--- src/rtl/fifo_rd_stream_pkg.sv ---
// fifo_rd_stream_pkg: shared types and constants for the FIFO read-side drain stage
package fifo_rd_stream_pkg;
    typedef enum logic [1:0] {IDLE, STREAM, FLUSH} rd_state_t;
    localparam int STATS_W = 32;
endpackage

--- src/rtl/fifo_rd_stream_if.sv ---
// fifo_rd_stream_if: FIFO read port plus downstream valid/ready stream
interface fifo_rd_stream_if #(parameter int DATA_WIDTH = 8);
    logic                  fifo_rd_en;
    logic                  fifo_empty;
    logic                  fifo_valid;
    logic [DATA_WIDTH-1:0] fifo_rd_data;
    logic                  valid;
    logic                  ready;
    logic [DATA_WIDTH-1:0] data;
    modport master (
        output fifo_rd_en, valid, data,
        input  fifo_empty, fifo_valid, fifo_rd_data, ready
    );
    modport slave (
        input  fifo_rd_en, valid, data,
        output fifo_empty, fifo_valid, fifo_rd_data, ready
    );
endinterface

--- src/rtl/fifo_rd_stream_buf.sv ---
// fifo_rd_stream_buf: circular output buffer with occupancy count and synchronous clear
module fifo_rd_stream_buf #(
    parameter  int DATA_WIDTH = 8,
    parameter  int BUF_DEPTH  = 4,
    localparam int PW         = $clog2(BUF_DEPTH),
    localparam int OW         = $clog2(BUF_DEPTH + 1)
) (
    input  logic                  clk,
    input  logic                  rst_n,
    input  logic                  clear,
    input  logic                  push,
    input  logic [DATA_WIDTH-1:0] wdata,
    input  logic                  pop,
    output logic [DATA_WIDTH-1:0] rdata,
    output logic [OW-1:0]         occ
);
    logic [DATA_WIDTH-1:0] mem [BUF_DEPTH];
    logic [PW-1:0]         wr_ptr;
    logic [PW-1:0]         rd_ptr;
    logic                  do_push;
    logic                  do_pop;
    // explicit wrap so non-power-of-2 depths work
    function automatic logic [PW-1:0] bump(input logic [PW-1:0] p);
        return (p == PW'(BUF_DEPTH - 1)) ? '0 : p + 1'b1;
    endfunction
    assign do_push = push && !clear;
    assign do_pop  = pop && !clear && occ != '0;
    assign rdata   = mem[rd_ptr];
    always_ff @(posedge clk) begin
        if (!rst_n || clear) begin
            wr_ptr <= '0;
            rd_ptr <= '0;
            occ    <= '0;
        end else begin
            if (do_push) wr_ptr <= bump(wr_ptr);
            if (do_pop) rd_ptr <= bump(rd_ptr);
            occ <= occ + OW'(do_push) - OW'(do_pop);
        end
    end
    always_ff @(posedge clk) begin
        if (!rst_n) begin
            for (int i = 0; i < BUF_DEPTH; i++) mem[i] <= '0;
        end else if (do_push) begin
            mem[wr_ptr] <= wdata;
        end
    end
    a_no_overflow: assert property (@(posedge clk) disable iff (!rst_n)
        !(do_push && occ == OW'(BUF_DEPTH)));
endmodule

--- src/rtl/fifo_rd_stream.sv ---
// fifo_rd_stream: drains a synchronous FIFO into a valid/ready stream with credit backpressure and flush.
// Define FIFO_RD_STREAM_STATS_EN to add beat and stall counters.
module fifo_rd_stream import fifo_rd_stream_pkg::*; #(
    parameter int DATA_WIDTH = 8,
    parameter int BUF_DEPTH  = 4
) (
    input  logic                 clk,
    input  logic                 rst_n,
    input  logic                 enable,
    input  logic                 flush,
    fifo_rd_stream_if.master     bus,
    output logic                 busy
`ifdef FIFO_RD_STREAM_STATS_EN
    ,
    output logic [STATS_W-1:0]   beat_cnt,
    output logic [STATS_W-1:0]   stall_cnt
`endif
);
    localparam int OW = $clog2(BUF_DEPTH + 1);
    rd_state_t     state;
    rd_state_t     state_nxt;
    logic          inflight;
    logic [OW-1:0] occ;
    logic          clear;
    logic          push;
    logic          pop;
    always_ff @(posedge clk) begin
        if (!rst_n) begin
            state    <= IDLE;
            inflight <= 1'b0;
        end else begin
            state    <= state_nxt;
            inflight <= bus.fifo_rd_en;
        end
    end
    always_comb begin
        state_nxt = state;
        case (state)
            IDLE:    state_nxt = (enable && !flush) ? STREAM : IDLE;
            STREAM:  state_nxt = flush ? FLUSH : (!enable && !inflight && occ == '0) ? IDLE : STREAM;
            FLUSH:   state_nxt = inflight ? FLUSH : IDLE;
            default: state_nxt = IDLE;
        endcase
    end
    // credit check ignores a same-cycle pop on purpose
    always_comb begin
        bus.fifo_rd_en = state == STREAM && enable && !bus.fifo_empty
                         && (32'(occ) + 32'(inflight) < 32'(BUF_DEPTH));
        busy           = state != IDLE;
        clear          = state == STREAM && flush;
        push           = bus.fifo_valid && inflight && state != FLUSH;
        pop            = occ != '0 && bus.ready;
        bus.valid      = occ != '0;
    end
    fifo_rd_stream_buf #(.DATA_WIDTH(DATA_WIDTH), .BUF_DEPTH(BUF_DEPTH)) stream_buf (
        .clk   (clk),
        .rst_n (rst_n),
        .clear (clear),
        .push  (push),
        .wdata (bus.fifo_rd_data),
        .pop   (pop),
        .rdata (bus.data),
        .occ   (occ)
    );
`ifdef FIFO_RD_STREAM_STATS_EN
    always_ff @(posedge clk) begin
        if (!rst_n) begin
            beat_cnt  <= '0;
            stall_cnt <= '0;
        end else begin
            beat_cnt <= beat_cnt + STATS_W'(pop);
            if (bus.valid && !bus.ready && stall_cnt != '1) stall_cnt <= stall_cnt + 1'b1;
        end
    end
`endif
endmodule
--- src/flat_wrapper.sv ---
// flat-port wrapper written by rule: the top's interface ports become plain ports
module fifo_rd_stream_flat import fifo_rd_stream_pkg::*;
#(
    parameter int DATA_WIDTH = 8,
    parameter int BUF_DEPTH  = 4
)
  (clk, rst_n, enable, flush, busy, bus_fifo_rd_en, bus_valid, bus_data, bus_fifo_empty, bus_fifo_valid, bus_fifo_rd_data, bus_ready);
  fifo_rd_stream_if #(.DATA_WIDTH(DATA_WIDTH)) bus_i ();
  input  logic clk;
  input  logic rst_n;
  input  logic enable;
  input  logic flush;
  output logic busy;
  output wire logic [$bits(bus_i.fifo_rd_en)-1:0] bus_fifo_rd_en;
  output wire logic [$bits(bus_i.valid)-1:0] bus_valid;
  output wire logic [$bits(bus_i.data)-1:0] bus_data;
  input wire logic [$bits(bus_i.fifo_empty)-1:0] bus_fifo_empty;
  input wire logic [$bits(bus_i.fifo_valid)-1:0] bus_fifo_valid;
  input wire logic [$bits(bus_i.fifo_rd_data)-1:0] bus_fifo_rd_data;
  input wire logic [$bits(bus_i.ready)-1:0] bus_ready;
  assign bus_fifo_rd_en = bus_i.fifo_rd_en;
  assign bus_valid = bus_i.valid;
  assign bus_data = bus_i.data;
  assign bus_i.fifo_empty = bus_fifo_empty;
  assign bus_i.fifo_valid = bus_fifo_valid;
  assign bus_i.fifo_rd_data = bus_fifo_rd_data;
  assign bus_i.ready = bus_ready;
  fifo_rd_stream #(.DATA_WIDTH(DATA_WIDTH), .BUF_DEPTH(BUF_DEPTH)) u_core (.clk(clk), .rst_n(rst_n), .enable(enable), .flush(flush), .bus(bus_i), .busy(busy));
endmodule
--- config.mk ---
export PLATFORM = sky130hd
export DESIGN_NAME = fifo_rd_stream_flat
export DESIGN_NICKNAME = d
export VERILOG_FILES = /design/src/rtl/fifo_rd_stream_pkg.sv /design/src/rtl/fifo_rd_stream_if.sv /design/src/rtl/fifo_rd_stream_buf.sv /design/src/rtl/fifo_rd_stream.sv /design/src/flat_wrapper.sv
export SDC_FILE = /design/constraint.sdc
export NUM_CORES = 1
export LEC_CHECK = 0
export ABC_AREA = 0
export BUFFER_PORTS_ARGS = -buffer_cell sky130_fd_sc_hd__buf_2
export CAP_MARGIN = 5
export CORE_AREA = 2 2 64 66
export CTS_CLUSTER_DIAMETER = 100
export DETAILED_ROUTE_END_ITERATION = 10
export DIE_AREA = 0 0 66 68
export HOLD_SLACK_MARGIN = 0.08
export PLACE_DENSITY_LB_ADDON = 0.1
export REMOVE_ABC_BUFFERS = 1
export SLEW_MARGIN = 10
export SYNTH_ARGS = -nofsm -noshare
export SYNTH_HDL_FRONTEND = slang
export SYNTH_HIERARCHICAL = 1
export SYNTH_SLANG_ARGS = --single-unit
export TNS_END_PERCENT = 30
--- constraint.sdc ---
create_clock -name clk -period 2.9 [get_ports clk]
set_clock_uncertainty 0.1 [all_clocks]
set_input_delay 0.145 -clock clk [delete_from_list [all_inputs] [get_ports clk]]
set_output_delay 0.145 -clock clk [all_outputs]
set_load 0.05 [all_outputs]
==> results by group, run 1 <==
Run status
  • Status: finished clean

Floorplanning
  • Die footprint: 0.004488 sq mm
  • Num rows: 23
  • Initial Utilization: 0.5237
  • Core area: 0.003856 sq mm
  • I/O pin count: 26
  • DIE WIDTH: 66 um
  • Die Ht: 68 um

Route
  • Vias/cell: 5.072
  • WL per Instance: 15.10 um
  • Iter 0 DRT Violations: 81
  • Via count: 1263
  • Total Routed Length: 3761 um
  • DRC errors left: 0
  • Post-route antenna net violation count: 0
  • First-pass DRT Iterations: 4

Global route
  • Total GRT Usage: 0.1959
  • Global route total overflow: 0
  • Initial antenna violation count: 0
  • Number of global-route vias before repair: 1343
  • Largest net degree at the start of global routing: 14
  • First-pass GRT wire length: 6210 um

Yosys
  • Post-synth EDFFs: 32
  • FFs w/ async S/R, synth: 0
  • Yosys cell types: 36
  • Seq/Total Area, Yosys: 0.5948
  • Main synth FF type: edfxtp_1
  • Synthesized flop and latch total: 44
  • Cell Area, Synth: 0.002019 sq mm
  • Post-Synthesis Cells: 148
  • Synth warn: 6
  • Syn avg cell area: 13.64 sq um

Timing
  • Final hold slack: 0.2529 ns
  • Max Fclk: 385.4 MHz
  • Slew margin rel.: 0.6298
  • Final setup fails: 0
  • Setup TNS: 0 ns
  • Final hold vios: 0
  • Tightest Pin Transition: 0.5546 ns
  • Min Tclk post-route: 2.595 ns
  • Fin crit share: 0.8947
  • Final Max Tran Viols: 0
  • Setup slack after layout: 0.3054 ns
  • RSZ-0062 raised after global routing: no

Job
  • Max_cap viols: 0

Finish
  • Area growth syn-to-layout: 21.81%
  • N_diodes: 0
  • Commonest non-fill, non-tap cell in the layout: and2_1
  • Final Util: 0.6379
  • Design area: 0.002460 sq mm
  • Final Non-Filler Cells: 249
  • Layout cells sized above 1: 0.2613
  • Fillers: 320
  • Final-stage net count: 217
  • Most frequent cells in the layout: and2_1 (35), edfxtp_1 (32), buf_2 (25)

Min path
  • Worst Hold Class: in -> reg
  • Worst Hold Path EP: u_core/stream_buf/wr_ptr[1]$_SDFFE_PP0P_
  • Hold Path Origin: bus_fifo_valid
  • Worst Hold Depth: 5

Placement
  • Post-Place Setup Slack: 0.3125 ns
  • GPL Wtd Cong: 0.7238
  • Inst Count DP: 228
  • Buffers on Ports: 25
  • Hpwl dp: 2637 um
  • Post-DP Area: 0.002247 sq mm

Critical path
  • Data required, critical path: 2.99 ns
  • R2r endpoint: u_core/stream_buf/occ[2]$_SDFF_PP0_
  • CP most frequent cell: xnor2_1
  • CP Launch Type: flop
  • CP Class: reg -> reg
  • CP Capture Type: flop
  • Worst-path cell chain: or3_1 -> and2_1 -> nor2b_1 -> and2_4 -> mux2i_1 -> ha_1 -> fa_1 -> xnor2_1 -> xnor2_1 -> nor2_1
  • Slowest CP cell: or3_1
  • Crit-path max FO: 6
  • Max incr delay on CP: 0.40 ns
  • Cells on worst reg2reg path: 10
  • Crit path DAT: 2.68 ns
  • Worst R2R Setup Slack: 0.31 ns
  • RR Startpoint: u_core/stream_buf/occ[1]$_SDFF_PP0_

Clock tree
  • H-tree depth: 2
  • CTS tree: done
  • Resize count post-CTS: 0
  • Clock Tree Buf Depth: 2
  • Worst skew pair latency: 0.29 ns
  • Reg clk slew, reported paths: 0.08 ns
  • Clock root buffer: clkbuf_8
  • Total CTS buffers: 5
  • Num Clock Sinks: 44

Pwr
  • Static leakage power: 0.9990 nW
  • Internal: 0.8871 mW
  • VDD IR max: 0.2280 mV
  • Reg power frac: 0.612
  • Cell Pwr Density: 460.5 mW/mm^2
  • Logic pwr share: 0.073
  • Clock power share: 0.315
  • Sw Share: 0.2169
  • Total power: 1.133 mW
  • Sw Pwr: 0.2456 mW
critical path, delay by kind of cell (launching register included):
family / cells / cell delay, ns
XOR/XNOR: 2 / 0.34
adder cells (fa/ha/maj): 2 / 0.61
flip-flops: 1 / 0.36
multiplexers: 1 / 0.13
AND/OR/NAND/NOR: 5 / 0.95
cells by family (layout without fill, tap and decap cells):
group | Yosys count | count (layout) | share of synthesized area
xor gates and xnor gates | 2 | 2 | 0.008676
muxes | 10 | 10 | 0.09913
DFF | 44 | 44 | 0.5948
and+or+nand+nor | 70 | 70 | 0.2175
buffers and inverters | 7 | 58 | 0.01734
adders and majority gates | 4 | 4 | 0.02850
AOI/OAI and AO/OA | 11 | 11 | 0.03408
synth_stat cells, types with 2 or more instances:
master | number | area share
o21ai_1 | 4 | 0.0099
nand4_1 | 2 | 0.0062
edfxtp_1 | 32 | 0.48
xnor2_1 | 2 | 0.0087
nand2_1 | 5 | 0.0093
nor2b_1 | 2 | 0.0062
mux4_2 | 8 | 0.089
mux2i_1 | 2 | 0.0099
dfxtp_1 | 12 | 0.12
inv_1 | 4 | 0.0074
and2_1 | 35 | 0.11
nand2b_1 | 5 | 0.015
o21ai_0 | 2 | 0.0050
ha_1 | 3 | 0.019
nor2_1 | 7 | 0.013
and3b_1 | 2 | 0.0087
a21oi_1 | 2 | 0.0050
final cells by class:
type | count | area [sq um] | share of cell area
clock inverters | 3 | 13.76 | 0.005595
inverters | 4 | 15.01 | 0.006104
well taps | 50 | 62.56 | 0.02543
multi-input cells | 97 | 783.3 | 0.3184
repair buffers | 46 | 315.3 | 0.1282
clock buffers | 5 | 68.82 | 0.02798
flip-flops and latches | 44 | 1201 | 0.4883
what timing repair did:
| item | 4_1_cts | 5_1_grt |
|---|---|---|
| setup buffers | 0 | 0 |
| hold endpoints to repair | 35 | 0 |
| hold buffers | 13 | 0 |
state kept, by name, indices dropped and copies added (netlist names), named ones only:
signal and cells:
u_core/stream_buf/mem 32, u_core/stream_buf/occ 3, u_core/state 2, u_core/stream_buf/rd_ptr 2
u_core/stream_buf/wr_ptr 2, u_core/inflight 1
power by group through the flow:
stage / clock [mW] / sequential [mW] / combinational (mW)
after floorplan: 0 / 0.706 / 0.0395
after global placement: 0 / 0.706 / 0.0707
after detailed placement: 0 / 0.708 / 0.0716
after CTS: 0.371 / 0.693 / 0.0842
after global routing: 0.395 / 0.695 / 0.0903
final: 0.356 / 0.693 / 0.0833
how the worst max path moves through the flow:
| stage | start | to | slack [ns] | cells after the start |
|---|---|---|---|---|
| 6_report | u_core/stream_buf/occ[1]$_SDFF_PP0_ | u_core/stream_buf/occ[2]$_SDFF_PP0_ | 0.31 | 10 |
| 5_1_grt | u_core/stream_buf/occ[1]$_SDFF_PP0_ | u_core/stream_buf/occ[2]$_SDFF_PP0_ | 0.13 | 10 |
| 4_1_cts | u_core/stream_buf/occ[1]$_SDFF_PP0_ | u_core/stream_buf/occ[2]$_SDFF_PP0_ | 0.29 | 10 |
| 3_5_place_dp | u_core/stream_buf/occ[1]$_SDFF_PP0_ | u_core/stream_buf/occ[2]$_SDFF_PP0_ | 0.31 | 10 |
| 3_3_place_gp | u_core/stream_buf/occ[1]$_SDFF_PP0_ | u_core/stream_buf/occ[2]$_SDFF_PP0_ | 0.44 | 10 |
| 2_1_floorplan | u_core/stream_buf/occ[1]$_SDFF_PP0_ | u_core/stream_buf/occ[2]$_SDFF_PP0_ | 0.18 | 10 |
per-layer routing:
layer	routed length [um]	vias up	part of all wire	track usage
met1	1488	596	0.40	0.2076
met3	158	6	0.042	0.05757
met5	0	-	0	0
met4	50	0	0.013	0.09184
met2	2064	25	0.55	0.3598
li1	-	636	-	-
(Power assumes the default switching activity.)
==> run 2: changes to the inputs <==
Settings changed: CORE_AREA 2 2 64 66 to 2 2 66 68, DIE_AREA 0 0 66 68 to 0 0 68 70, PLACE_DENSITY_LB_ADDON 0.1 to 0.12, SLEW_MARGIN 10 to default.
Clock period 2.9 ns to 2.31 ns, I/O delays scaled along.
==> results by group, run 2 (synthesis results as in run 1) <==
Run status
  • Status: finished, violations left
  • Failing checks: setup timing

Pwr
  • Clock power share: 0.312 (-0.003)
  • Logic pwr share: 0.078 (+0.005)
  • Cell Pwr Density: 556.4 mW/mm^2 (+21%)
  • VDD IR max: 0.2708 mV (+19%)
  • Sw Pwr: 0.3074 mW (+25%)
  • Internal: 1.119 mW (+26%)
  • Static leakage power: 1.052 nW (+5.3%)
  • Reg power frac: 0.610 (-0.002)
  • Total power: 1.427 mW (+26%)
  • Sw Share: 0.2155 (-0.001368)

Finish
  • Final Util: 0.6187 (-0.01924)
  • Final-stage net count: 225 (+3.7%)
  • Most frequent cells in the layout: and2_1 (34), edfxtp_1 (32), buf_2 (25)
  • Regs by FF count: u_core/stream_buf/mem: 32 flops, u_core/stream_buf/occ: 3 flops
  • Layout cells sized above 1: 0.3155 (+0.05423)
  • Design area: 0.002564 sq mm (+4.2%)
  • Reg with most FFs: u_core/stream_buf/mem
  • Max reg flops: 32 (unchanged)
  • Fillers: 338 (+5.6%)
  • Area growth syn-to-layout: 26.95%
  • N_diodes: 0 (unchanged)
  • Commonest non-fill, non-tap cell in the layout: and2_1

Timing
  • Tightest Pin Transition: 0.5615 ns (+0.006884 ns)
  • Fin crit share: 1.037 (+0.1426)
  • Final hold vios: 0 (unchanged)
  • RSZ-0062 raised after global routing: yes
  • Final Max Tran Viols: 0 (unchanged)
  • Slew margin rel.: 0.6252 (-0.004596)
  • Final hold slack: 0.2358 ns (-0.01714 ns)
  • Setup slack after layout: -0.08617 ns (-0.3915 ns)
  • Max Fclk: 417.3 MHz (+8.3%)
  • Final setup fails: 2 (+2)
  • Min Tclk post-route: 2.396 ns (-0.1985 ns)

Floorplanning
  • Die footprint: 0.004760 sq mm (+6.1%)
  • I/O pin count: 26 (unchanged)
  • Num rows: 24 (+4.3%)
  • Core area: 0.004144 sq mm (+7.5%)
  • Die Ht: 70 um (+2.9%)
  • Initial Utilization: 0.4873 (-0.03637)
  • DIE WIDTH: 68 um (+3.0%)

Placement
  • Buffers on Ports: 25 (unchanged)
  • Hpwl dp: 2956 um (+12%)
  • Post-Place Setup Slack: -0.1970 ns (-0.5096 ns)
  • Post-DP Area: 0.002335 sq mm (+3.9%)
  • GPL Wtd Cong: 0.7317 (+1.1%)

Clock tree
  • Total CTS buffers: 5 (unchanged)
  • H-tree depth: 2 (unchanged)
  • Reg clk slew, reported paths: 0.07 ns (about the same)
  • Num Clock Sinks: 44 (unchanged)
  • CTS tree: done
  • Clock root buffer: clkbuf_8
  • Worst skew pair latency: 0.28 ns (about the same)
  • Clock Tree Buf Depth: 2 (unchanged)

Min path
  • Worst Hold Depth: 3 (-2)
  • Hold Path Origin: flush
  • Worst Hold Path EP: u_core/state[1]$_SDFF_PN0_
  • Worst Hold Class: in -> reg

Critical path
  • Data required, critical path: 2.39 ns (-0.60 ns)
  • R2r endpoint: u_core/stream_buf/occ[2]$_SDFF_PP0_
  • Crit-path max FO: 2 (-4)
  • CP Capture Type: flop
  • CP Launch Type: flop
  • Worst R2R Setup Slack: -0.09 ns (-0.39 ns)
  • Cells on worst reg2reg path: 10 (unchanged)
  • CP Class: reg -> reg
  • RR Startpoint: u_core/stream_buf/occ[1]$_SDFF_PP0_
  • Crit path DAT: 2.48 ns (-0.20 ns)

Job
  • Max_cap viols: 0 (unchanged)

Global route
  • First-pass GRT wire length: 6775 um (+9.1%)
  • Number of global-route vias before repair: 1454 (+8.3%)
  • Initial antenna violation count: 0 (unchanged)
  • Largest net degree at the start of global routing: 13 (-1)
  • Global route total overflow: 0 (unchanged)
  • Total GRT Usage: 0.1961 (about the same)

Route
  • Vias/cell: 5.302 (+4.5%)
  • DRC errors left: 0 (unchanged)
  • Via count: 1368 (+8.3%)
  • First-pass DRT Iterations: 4 (unchanged)
  • Iter 0 DRT Violations: 70 (-14%)
  • Total Routed Length: 4091 um (+8.8%)
  • Post-route antenna net violation count: 0 (unchanged)
  • WL per Instance: 15.86 um (+5.0%)
==> run 2: how the worst max path moves through the flow <==
stage | endpoint | cells past startpoint | slack, ns | from
2_1_floorplan | u_core/stream_buf/occ[2]$_SDFF_PP0_ | 10 | -0.41 | u_core/stream_buf/occ[1]$_SDFF_PP0_
3_3_place_gp | u_core/stream_buf/occ[2]$_SDFF_PP0_ | 10 | -0.03 | u_core/stream_buf/occ[1]$_SDFF_PP0_
3_5_place_dp | u_core/stream_buf/occ[2]$_SDFF_PP0_ | 10 | -0.20 | u_core/stream_buf/occ[1]$_SDFF_PP0_
4_1_cts | u_core/stream_buf/occ[2]$_SDFF_PP0_ | 10 | -0.12 | u_core/stream_buf/occ[1]$_SDFF_PP0_
5_1_grt | u_core/stream_buf/occ[2]$_SDFF_PP0_ | 10 | -0.16 | u_core/stream_buf/occ[1]$_SDFF_PP0_
6_report | u_core/stream_buf/occ[2]$_SDFF_PP0_ | 10 | -0.09 | u_core/stream_buf/occ[1]$_SDFF_PP0_
==> run 2: layout make-up <==
cell class                 count  area (sq um)  share of cell area
sequential                    44          1202              0.4690
clock buffer                   6         72.57             0.02831
multi-input combinational     97         803.3              0.3133
tap                           52         65.06             0.02538
clock inverter                 1         5.005            0.001952
inverter                       4         15.01            0.005857
timing repair buffer          54         400.4              0.1562
==> run 2: stage by stage <==
step | setup TNS (ns) | std cells
floorplan | -0.6426 | 145
global placement | -0.02745 | 238
detailed placement | -0.2134 | 238
CTS | -0.1642 | 258
global route | -0.2644 | 258
finish | -0.1405 | 258
==> run 2: worst max-delay path: stages, from the launching register on <==
cell     delay [ns]
dfxtp_2        0.33
or3_4          0.39
and2_4         0.16
nor2b_1        0.13
and2_4         0.15
mux2i_1        0.13
ha_2           0.21
fa_2           0.36
xnor2_2        0.15
xnor2_1        0.13
nor2_1         0.05
==> run 2: routing by layer <==
layer | part of all wire | routed length, um | global-route usage
met5 | 0 | 0 | 0
met4 | 0.015 | 63 | 0.07111
met3 | 0.040 | 163 | 0.04348
met2 | 0.53 | 2171 | 0.3484
met1 | 0.41 | 1692 | 0.2235
==> run 2: repair_timing <==
action	CTS	global route
setup buffers	0	0
cloned	0	0
endpoints found under the setup margin	2	2
pin swaps	2	2
gates resized for setup	6	0
endpoints found under the hold margin	35	0
hold buffers	13	0
==> run 2: power by group through the flow <==
stage / Combinational (mW) / Clock, mW / Sequential, mW
CTS: 0.112 / 0.458 / 0.871
global route: 0.120 / 0.487 / 0.873
detailed placement: 0.0964 / 0 / 0.889
global placement: 0.0943 / 0 / 0.887
finish: 0.111 / 0.445 / 0.870
floorplan: 0.0496 / 0 / 0.886
